**src/rtl/align_r_seq_pkg.sv**
```systemverilog
// Shared types and width helpers for the align_r_seq read-data width converter.
package align_r_seq_pkg;

  typedef enum logic [1:0] {ModeEq, ModeDn, ModeUp} mode_e;

  typedef enum logic {StIdle, StSplit} dn_state_e;
  typedef enum logic {StFill, StFull} up_state_e;

  function automatic mode_e mode_of(input int unsigned in_p, input int unsigned out_p);
    if (in_p > out_p) return ModeDn;
    if (in_p < out_p) return ModeUp;
    return ModeEq;
  endfunction

  function automatic int unsigned win_p_num(input int unsigned in_p, input int unsigned out_p);
    return (in_p > out_p) ? (in_p - out_p) : (out_p - in_p);
  endfunction

  function automatic int unsigned max1(input int unsigned x);
    return (x > 1) ? x : 1;
  endfunction

endpackage

```
**src/rtl/align_win_sel.sv**
```systemverilog
// Combinational window mux: picks one narrow data/byte-enable window out of a wide beat.
module align_win_sel #(
  parameter int unsigned NARROW_P  = 2,
  parameter int unsigned WIN_P_NUM = 1
) (
  input  logic [(1<<(NARROW_P+WIN_P_NUM))*8-1:0] i_dat,
  input  logic [(1<<(NARROW_P+WIN_P_NUM))-1:0]   i_be,
  input  logic [WIN_P_NUM-1:0]                   i_sel,
  output logic [(1<<NARROW_P)*8-1:0]             o_dat,
  output logic [(1<<NARROW_P)-1:0]               o_be
);

  localparam int unsigned NB      = 1 << NARROW_P;
  localparam int unsigned NW      = NB * 8;
  localparam int unsigned WIN_NUM = 1 << WIN_P_NUM;

  always_comb begin
    o_dat = '0;
    o_be  = '0;
    for (int w = 0; w < WIN_NUM; w++) begin
      if (i_sel == WIN_P_NUM'(w)) begin
        o_dat = i_dat[w*NW +: NW];
        o_be  = i_be[w*NB +: NB];
      end
    end
  end

endmodule

```
**src/rtl/align_r_seq.sv**
```systemverilog
// Registered, handshaked read-data width converter: register slice, burst splitter
// (downsize) or beat packer (upsize), selected by the relative bus widths.
module align_r_seq
  import align_r_seq_pkg::*;
#(
  parameter int unsigned IN_P_DW_BYTES  = 3,
  parameter int unsigned OUT_P_DW_BYTES = 2,
  parameter int unsigned IN_AW          = 32
) (
  input  logic                                                  clk,
  input  logic                                                  rst_n,
  input  logic                                                  i_valid,
  output logic                                                  o_ready,
  input  logic [(1<<IN_P_DW_BYTES)*8-1:0]                       i_dat,
  input  logic [(1<<IN_P_DW_BYTES)-1:0]                         i_be,
  input  logic [IN_AW-1:0]                                      i_addr,
  input  logic [max1(win_p_num(IN_P_DW_BYTES, OUT_P_DW_BYTES))-1:0] i_len,
  input  logic                                                  i_last,
  output logic                                                  o_valid,
  input  logic                                                  i_ready,
  output logic [(1<<OUT_P_DW_BYTES)*8-1:0]                      o_dat,
  output logic [(1<<OUT_P_DW_BYTES)-1:0]                        o_be,
  output logic                                                  o_last
);

  localparam mode_e       MODE      = mode_of(IN_P_DW_BYTES, OUT_P_DW_BYTES);
  localparam int unsigned WIN_P_NUM = win_p_num(IN_P_DW_BYTES, OUT_P_DW_BYTES);
  localparam int unsigned WIN_NUM   = 1 << WIN_P_NUM;
  localparam int unsigned LEN_W     = max1(WIN_P_NUM);
  localparam int unsigned IB        = 1 << IN_P_DW_BYTES;
  localparam int unsigned IW        = IB * 8;
  localparam int unsigned OB        = 1 << OUT_P_DW_BYTES;
  localparam int unsigned OW        = OB * 8;

  if (MODE == ModeEq) begin : g_eq
    logic          valid_q, last_q;
    logic [OW-1:0] dat_q;
    logic [OB-1:0] be_q;

    assign o_ready = !valid_q | i_ready;
    assign o_valid = valid_q;
    assign o_dat   = dat_q;
    assign o_be    = be_q;
    assign o_last  = last_q;

    always_ff @(posedge clk or negedge rst_n) begin
      if (!rst_n) begin
        valid_q <= 1'b0;
        last_q  <= 1'b0;
        dat_q   <= '0;
        be_q    <= '0;
      end else if (i_valid && o_ready) begin
        valid_q <= 1'b1;
        last_q  <= i_last;
        dat_q   <= i_dat;
        be_q    <= i_be;
      end else if (i_ready) begin
        valid_q <= 1'b0;
      end
    end

  end else if (MODE == ModeDn) begin : g_dn
    dn_state_e            state_q;
    logic [IW-1:0]        dat_q;
    logic [IB-1:0]        be_q;
    logic                 last_q;
    logic [WIN_P_NUM-1:0] idx_q;
    logic [LEN_W-1:0]     cnt_q;
    logic                 cnt_zero;

    assign cnt_zero = (cnt_q == '0);
    assign o_valid  = (state_q == StSplit);
    // Last narrow beat frees the holding register, so a new wide beat can load with no bubble.
    assign o_ready  = (state_q == StIdle) | (cnt_zero & i_ready);
    assign o_last   = o_valid & last_q & cnt_zero;

    always_ff @(posedge clk or negedge rst_n) begin
      if (!rst_n) begin
        state_q <= StIdle;
        dat_q   <= '0;
        be_q    <= '0;
        last_q  <= 1'b0;
        idx_q   <= '0;
        cnt_q   <= '0;
      end else if (o_valid && i_ready && !cnt_zero) begin
        idx_q <= idx_q + 1'b1;
        cnt_q <= cnt_q - 1'b1;
      end else if (o_ready) begin
        if (i_valid) begin
          state_q <= StSplit;
          dat_q   <= i_dat;
          be_q    <= i_be;
          last_q  <= i_last;
          idx_q   <= i_addr[OUT_P_DW_BYTES +: WIN_P_NUM];
          cnt_q   <= i_len;
        end else begin
          state_q <= StIdle;
        end
      end
    end

    align_win_sel #(
      .NARROW_P  (OUT_P_DW_BYTES),
      .WIN_P_NUM (WIN_P_NUM)
    ) u_win_sel (
      .i_dat (dat_q),
      .i_be  (be_q),
      .i_sel (idx_q),
      .o_dat (o_dat),
      .o_be  (o_be)
    );

  end else begin : g_up
    up_state_e            state_q;
    logic                 first_q, last_q;
    logic [WIN_P_NUM-1:0] idx_q, wr_idx;
    logic [OW-1:0]        acc_dat_q, acc_dat_d;
    logic [OB-1:0]        acc_be_q, acc_be_d;
    logic [WIN_NUM-1:0]   wr_en;
    logic                 in_acc, out_acc;

    assign o_valid = (state_q == StFull);
    assign o_ready = (state_q == StFill) | i_ready;
    assign o_dat   = acc_dat_q;
    assign o_be    = acc_be_q;
    assign o_last  = o_valid & last_q;
    assign in_acc  = i_valid & o_ready;
    assign out_acc = o_valid & i_ready;
    assign wr_idx  = first_q ? i_addr[IN_P_DW_BYTES +: WIN_P_NUM] : idx_q;

    for (genvar w = 0; w < WIN_NUM; w++) begin : g_wr_en
      assign wr_en[w] = in_acc & (wr_idx == WIN_P_NUM'(w));
    end

    // A beat accepted while the full word drains lands in the freshly cleared accumulator.
    always_comb begin
      acc_dat_d = out_acc ? '0 : acc_dat_q;
      acc_be_d  = out_acc ? '0 : acc_be_q;
      for (int w = 0; w < WIN_NUM; w++) begin
        if (wr_en[w]) begin
          acc_dat_d[w*IW +: IW] = i_dat;
          acc_be_d[w*IB +: IB]  = acc_be_d[w*IB +: IB] | i_be;
        end
      end
    end

    always_ff @(posedge clk or negedge rst_n) begin
      if (!rst_n) begin
        state_q   <= StFill;
        first_q   <= 1'b1;
        last_q    <= 1'b0;
        idx_q     <= '0;
        acc_dat_q <= '0;
        acc_be_q  <= '0;
      end else begin
        acc_dat_q <= acc_dat_d;
        acc_be_q  <= acc_be_d;
        if (out_acc) state_q <= StFill;
        if (in_acc) begin
          idx_q   <= wr_idx + 1'b1;
          first_q <= i_last;
          last_q  <= i_last;
          if (i_last || (wr_idx == '1)) state_q <= StFull;
        end
      end
    end
  end

endmodule

```
**config.mk**
```make
export PLATFORM = sky130hd
export DESIGN_NAME = align_r_seq
export DESIGN_NICKNAME = d
export VERILOG_FILES = /design/src/rtl/align_r_seq_pkg.sv /design/src/rtl/align_win_sel.sv /design/src/rtl/align_r_seq.sv
export SDC_FILE = /design/constraint.sdc
export NUM_CORES = 1
export LEC_CHECK = 0
export CORE_MARGIN = 1
export CORE_UTILIZATION = 43
export CTS_BUF_LIST = sky130_fd_sc_hd__clkbuf_16
export DETAILED_ROUTE_END_ITERATION = 8
export PLACE_DENSITY = 0.87
export SYNTH_ARGS = -nofsm -noshare
export SYNTH_HDL_FRONTEND = slang
export SYNTH_SLANG_ARGS = --single-unit
```
**constraint.sdc**
```tcl
create_clock -name clk -period 1.9 [get_ports clk]
set_clock_uncertainty 0.1 [all_clocks]
set_input_delay 0.38 -clock clk [delete_from_list [all_inputs] [get_ports clk]]
set_output_delay 0.38 -clock clk [all_outputs]
set_load 0.05 [all_outputs]
```
# Yosys cells after proc, flatten, opt, wreduce, memory -nomap -nowiden
# Cells that the tools add are included.
# totals
wordCells,31
reg_bits,76
in_bits,110
# op_classes
addsub,2
mux,9
bitwise_logic,7
reduce_logical,7
# ops
op,n
$mux 32,1
$mux 1,7
$mux 4,1
$reduce_and 2->1,2
$reduce_bool 2->1,2
$and 1x1->1,3
$not 1->1,3
$reduce_and 3->1,1
$logic_and 1x1->1,2
$add 1x1->1 const B,1
$or 1x1->1,1
$sub 1x1->1 const B,1

# Longest topological paths before layout
# Gate-level depths: netlist of the first run.
# depth
depth_word,5
mapped_depth,5
ltp_nobuf,3

# Hierarchy
# From an unflattened synthesis of the first run, not the netlist that was laid out.
# unflattened
hier_cells,212
hier_area_um2,3792.4
# modules_own_cells
module,cells_each,area_per_inst_um2,seq_area_each_um2,instances
align_r_seq,172,3203.1,1901.8,1
align_win_sel,40,589.3,0.0,1

# Least setup slack after synthesis of the first run
# OpenSTA, ideal clock, no wires.
# synth_timing
path_type,reg2out
startpoint,reg g_dn.state_q (netlist: o_valid)
endpoint,out o_last
setup_slack_ns,-0.073
path_stages_with_launch,3
t_arrival_ns,1.493
path_buffers,0
cell_sequence,dfrtp_1 -> nand2_1 -> nor2_1
# synth_between
elab_chain_cells,2
# synth_rtl
item,line,source
start: declaration,align_r_seq.sv:63,dn_state_e state_q;
start signal: assignment,align_r_seq.sv:79,state_q <= StIdle;
start signal: assignment,align_r_seq.sv:90,state_q <= StSplit;
start signal: assignment,align_r_seq.sv:97,state_q <= StIdle;
$and 1x1->1 (2 in a row),align_r_seq.sv:75,assign o_last = o_valid & last_q & cnt_zero;
end: declaration,align_r_seq.sv:23,output logic o_last
# No other way between the ends.

# Worst setup path after layout of the first run
# layout_timing
startpoint,reg g_dn.idx_q
endpoint,out o_dat[28]
# layout_between
elab_chain_cells,1
# layout_rtl
item,line,source
start: declaration,align_r_seq.sv:67,logic [WIN_P_NUM-1:0] idx_q;
start signal: assignment,align_r_seq.sv:86,idx_q <= idx_q + 1'b1;
start signal: assignment,align_r_seq.sv:94,idx_q <= i_addr[OUT_P_DW_BYTES +: WIN_P_NUM];
$mux 32,align_win_sel.sv:21,if (i_sel == WIN_P_NUM'(w)) begin
end: declaration,align_r_seq.sv:21,"output logic [(1<<OUT_P_DW_BYTES)*8-1:0] o_dat,"
# No other way between the ends.

==> flow_metrics.py, run 1 <==
metrics = {
    "die": {
        "num_rows": 33,
        "floorplan.die_area_sq_um": 8790,
        "floorplan.die.width_um": 93.8,
        "initial_utilization_pct": 44.3,
        "io-pin-count": 149,
        "core_area_sq_um": 8180,
        "fp.dieH_um": 93.8,
    },
    "finish": {
        "fillerInstances": 604,
        "antenna_cells": 0,
        "stdcell_area_sq_um": 5370,
        "num-nets-final": 457,
        "synthToLayoutAreaGrowth_pct": 48.2,
        "drive_above_1_share_pct": 53.0,
    },
    "global_route": {
        "grt_usage_pct": 18.5,
        "overflow": 0,
        "vias_in_the_first_global_route": 2476,
        "antenna_found_initial": 0,
        "grt_pass1_wl_um": 12200,
        "grt_start_max_net_pins": 37,
    },
    "clock_network": {
        "cts-root-to-sink-buffers": 2,
        "htreeDepth": 3,
        "cts.root.buffer_cell": "clkbuf_16",
        "numClockSinks": 76,
        "cts_inserted_buffers": 9,
        "clock_pin_slew_on_the_worst_setup_and_hold_paths_ns": 0.06,
        "tritoncts": "built",
        "clock_insertion_delay_worst_skew_ns": 0.32,
        "post-cts-setup-buffers": 0,
    },
    "critical_path": {
        "worst_path_max_fanout": 9,
        "critical_path_arrival_ns": 1.47,
        "critical_path.endpoint_type": "output pin",
        "cp-start-kind": "register",
        "timing.critical_path.required_ns": 1.42,
        "setup.worst_path.class": "reg -> out",
    },
    "logic_synthesis": {
        "post-synth-top-area-fraction_pct": 52.5,
        "postSynth.topFlopCell": "dfrtp_1",
        "number_of_synthesized_flops_with_an_enable_pin": 0,
        "postSynth.asyncResetShare_pct": 100,
        "yosysWarningCount": 0,
        "synthesis.area_per_instance_sq_um": 17.2,
        "synthDominantAreaCellType": "dfrtp_1",
        "synth-seq-area-share_pct": 52.5,
        "netlist_top_cells_area": "dfrtp_1, mux2_4, mux2_2",
        "post_synth_num_cell_types": 18,
        "dominant_combinational_cell_family_by_area_after_synthesis": "multiplexers",
        "mux_share_of_post_synthesis_cell_area_pct": 40.3,
        "fraction_of_the_mapped_netlist_area_in_compound_gates_pct": 1.49,
        "yosys.area_share.simple_pct": 1.14,
        "xor_and_xnor_fraction_of_the_mapped_netlist_area_pct": 0,
        "synth_fa_ha_area_share_pct": 0,
        "ys_ff_latch": 76,
        "synth_fp_nets": 321,
        "netlist_instances": 211,
        "syn_area_sq_um": 3620,
    },
    "place": {
        "detailedPlacementHpwl_um": 5310,
        "post_dp_cell_area_sq_um": 4930,
        "finalWeightedCongestion": 0.718,
        "place.port_buffers": 117,
    },
    "status": {
        "status": "complete, but fails checks",
        "violations": "setup timing",
    },
    "pwr": {
        "power_density_nw_per_um2": 1350,
        "total_power_uw": 7220,
        "p_leak_uw": 0.00246,
        "vdd_drop_max_v": 0.000669,
    },
    "sta": {
        "max_freq_ghz": 0.512,
        "postLayoutSetupSlackWorst_ns": -0.0518,
        "rsz0062_at_grt": "true",
        "setup_viol_count_final": 34,
        "layout_worst_path_cycle_share_pct": 103,
        "finalHoldViolCount": 0,
        "max-slew-margin-rel_pct": 68.5,
        "finalCriticalPeriod_ns": 1.95,
        "maxSlewViolCount": 0,
        "worst_margin_pin_slew_ns": 0.473,
    },
    "route": {
        "ant_nets": 0,
        "routed_wire_length_per_instance_um": 16.4,
        "vias_per_cell": 4.87,
        "initialDrtViolationCount": 45,
        "totalWireLength_um": 7500,
        "dr_total_vias": 2222,
        "drc_errors": 0,
        "detailedRoute.firstPassIterationCount": 4,
    },
    "run": {
        "cap_viol_max_count": 0,
    },
    "worst_hold_path": {
        "hp-class": "reg -> reg",
    },
}
[what timing repair did]
item,4_1_cts,5_1_grt
hold buffers,1,0
gates resized for setup,32,7
hold endpoints to repair,34,0
setup endpoints to repair,36,37
[worst max-delay path, cell delays in order, from the launching register on]
cell,delay (ns)
dfrtp_2,0.40
buf_4,0.20
mux2_2,0.36
buf_4,0.19
[cell type report]
type,count,area [sq um],share of cell area (%)
sequential,76,1900,35.5
multi-input combinational,123,1630,30.3
timing repair buffer,137,1420,26.5
clock buffer,9,225,4.20
tap,105,131,2.45
clock inverter,6,56.3,1.05
[per-stage QoR]
step	TNS, ns	hold slack (ns)	worst slack, ns	instances	util (%)
4_1_cts	-1.46	0.406	-0.0695	456	65.3
3_5_place_dp	-10.68	0.271	-0.202	440	60.3
2_1_floorplan	0	-0.0156	0.119	211	-
5_1_grt	-2.56	0.412	-0.0984	456	65.6
3_3_place_gp	-10.18	0.267	-0.191	440	60.3
6_report	-0.788	0.404	-0.0518	456	65.6
[synthesized netlist by cell type, types with 2 or more instances]
library cell / instances
a21oi_1: 2
buf_12: 7
buf_2: 3
dfrtp_1: 76
mux2_2: 50
mux2_4: 59
nand2_1: 2
nor2_1: 2
[logic make-up (layout without fill, tap and decap cells)]
family / count (synthesis) / after routing
multiplexers: 110 / 110
AND/OR/NAND/NOR: 7 / 7
AO/OA/AOI/OAI: 6 / 6
flip-flops: 76 / 76
buffers and inverters: 12 / 152
[state kept, by name (all words and copies together), names as in the netlist]
name         cells
g_dn.idx_q       1
g_dn.cnt_q       1
g_dn.dat_q      64
g_dn.be_q        8
g_dn.last_q      1
o_valid          1
[power by group]
part           total (uW)  internal (uW)  switching [uW]
Clock                1610            996             610
Sequential           2170           1970             202
Combinational        3440           1640            1810
Total                7220           4600            2620
[metal layers]
layer / global-route usage, % / wire length [um] / vias to the layer above
li1: - / - / 1029
met1: 23.0 / 3140 / 1114
met2: 30.5 / 3790 / 71
met3: 5.99 / 488 / 8
met4: 5.38 / 76 / 0
met5: 0 / 0 / -
[path summary, 6_finish.rpt]
check,start,to,slack [ns],cells past startpoint
max,g_dn.idx_q$_DFFE_PN0P_,o_dat[28],-0.05,3
min,g_dn.dat_q[20]$_DFFE_PN0P_,g_dn.dat_q[20]$_DFFE_PN0P_,0.40,1
max reg2reg,g_dn.cnt_q$_DFFE_PN0P_,g_dn.dat_q[39]$_DFFE_PN0P_,0.26,5
min reg2reg,g_dn.dat_q[20]$_DFFE_PN0P_,g_dn.dat_q[20]$_DFFE_PN0P_,0.40,1
max in group asynchronous,rst_n,g_dn.dat_q[26]$_DFFE_PN0P_,0.68,3
min in group asynchronous,rst_n,g_dn.dat_q[25]$_DFFE_PN0P_,0.47,2
[cell usage in the layout (no fill, tap or decap), drive strengths merged]
master and count:
o22a 1, nand2 2, clkinvlp 1, a21boi 2, bufinv 1, clkbuf 9, buf 59, clkdlybuf4s50 76
dlygate4sd3 1, nand2b 2, dlymetal6s2s 1, dfrtp 76, mux2i 1, nor2b 1, a21oi 2, nor2 2
a22o 1, mux2 109, clkinv 4
Power figures use the tool's default switching activity.
==> run 2: changes to the inputs <==
--- a/config.mk
+++ b/config.mk
@@ -9,6 +9,7 @@
 export CORE_UTILIZATION = 43
 export CTS_BUF_LIST = sky130_fd_sc_hd__clkbuf_16
 export DETAILED_ROUTE_END_ITERATION = 8
+export GPL_ROUTABILITY_DRIVEN = 1
 export PLACE_DENSITY = 0.87
 export SYNTH_ARGS = -nofsm -noshare
 export SYNTH_HDL_FRONTEND = slang
==> results of run 2 <==
No change in the layout: final DEF, timing and power equal those of run 1.
==> run 3: changes to the inputs <==
--- a/config.mk
+++ b/config.mk
@@ -8,6 +8,7 @@
 export CORE_MARGIN = 1
 export CORE_UTILIZATION = 43
 export CTS_BUF_LIST = sky130_fd_sc_hd__clkbuf_16
+export CTS_CLUSTER_SIZE = 8
 export DETAILED_ROUTE_END_ITERATION = 8
 export GPL_ROUTABILITY_DRIVEN = 1
 export PLACE_DENSITY = 0.87
==> results of run 3 <==
No change in the layout: final DEF, timing and power equal those of run 1.
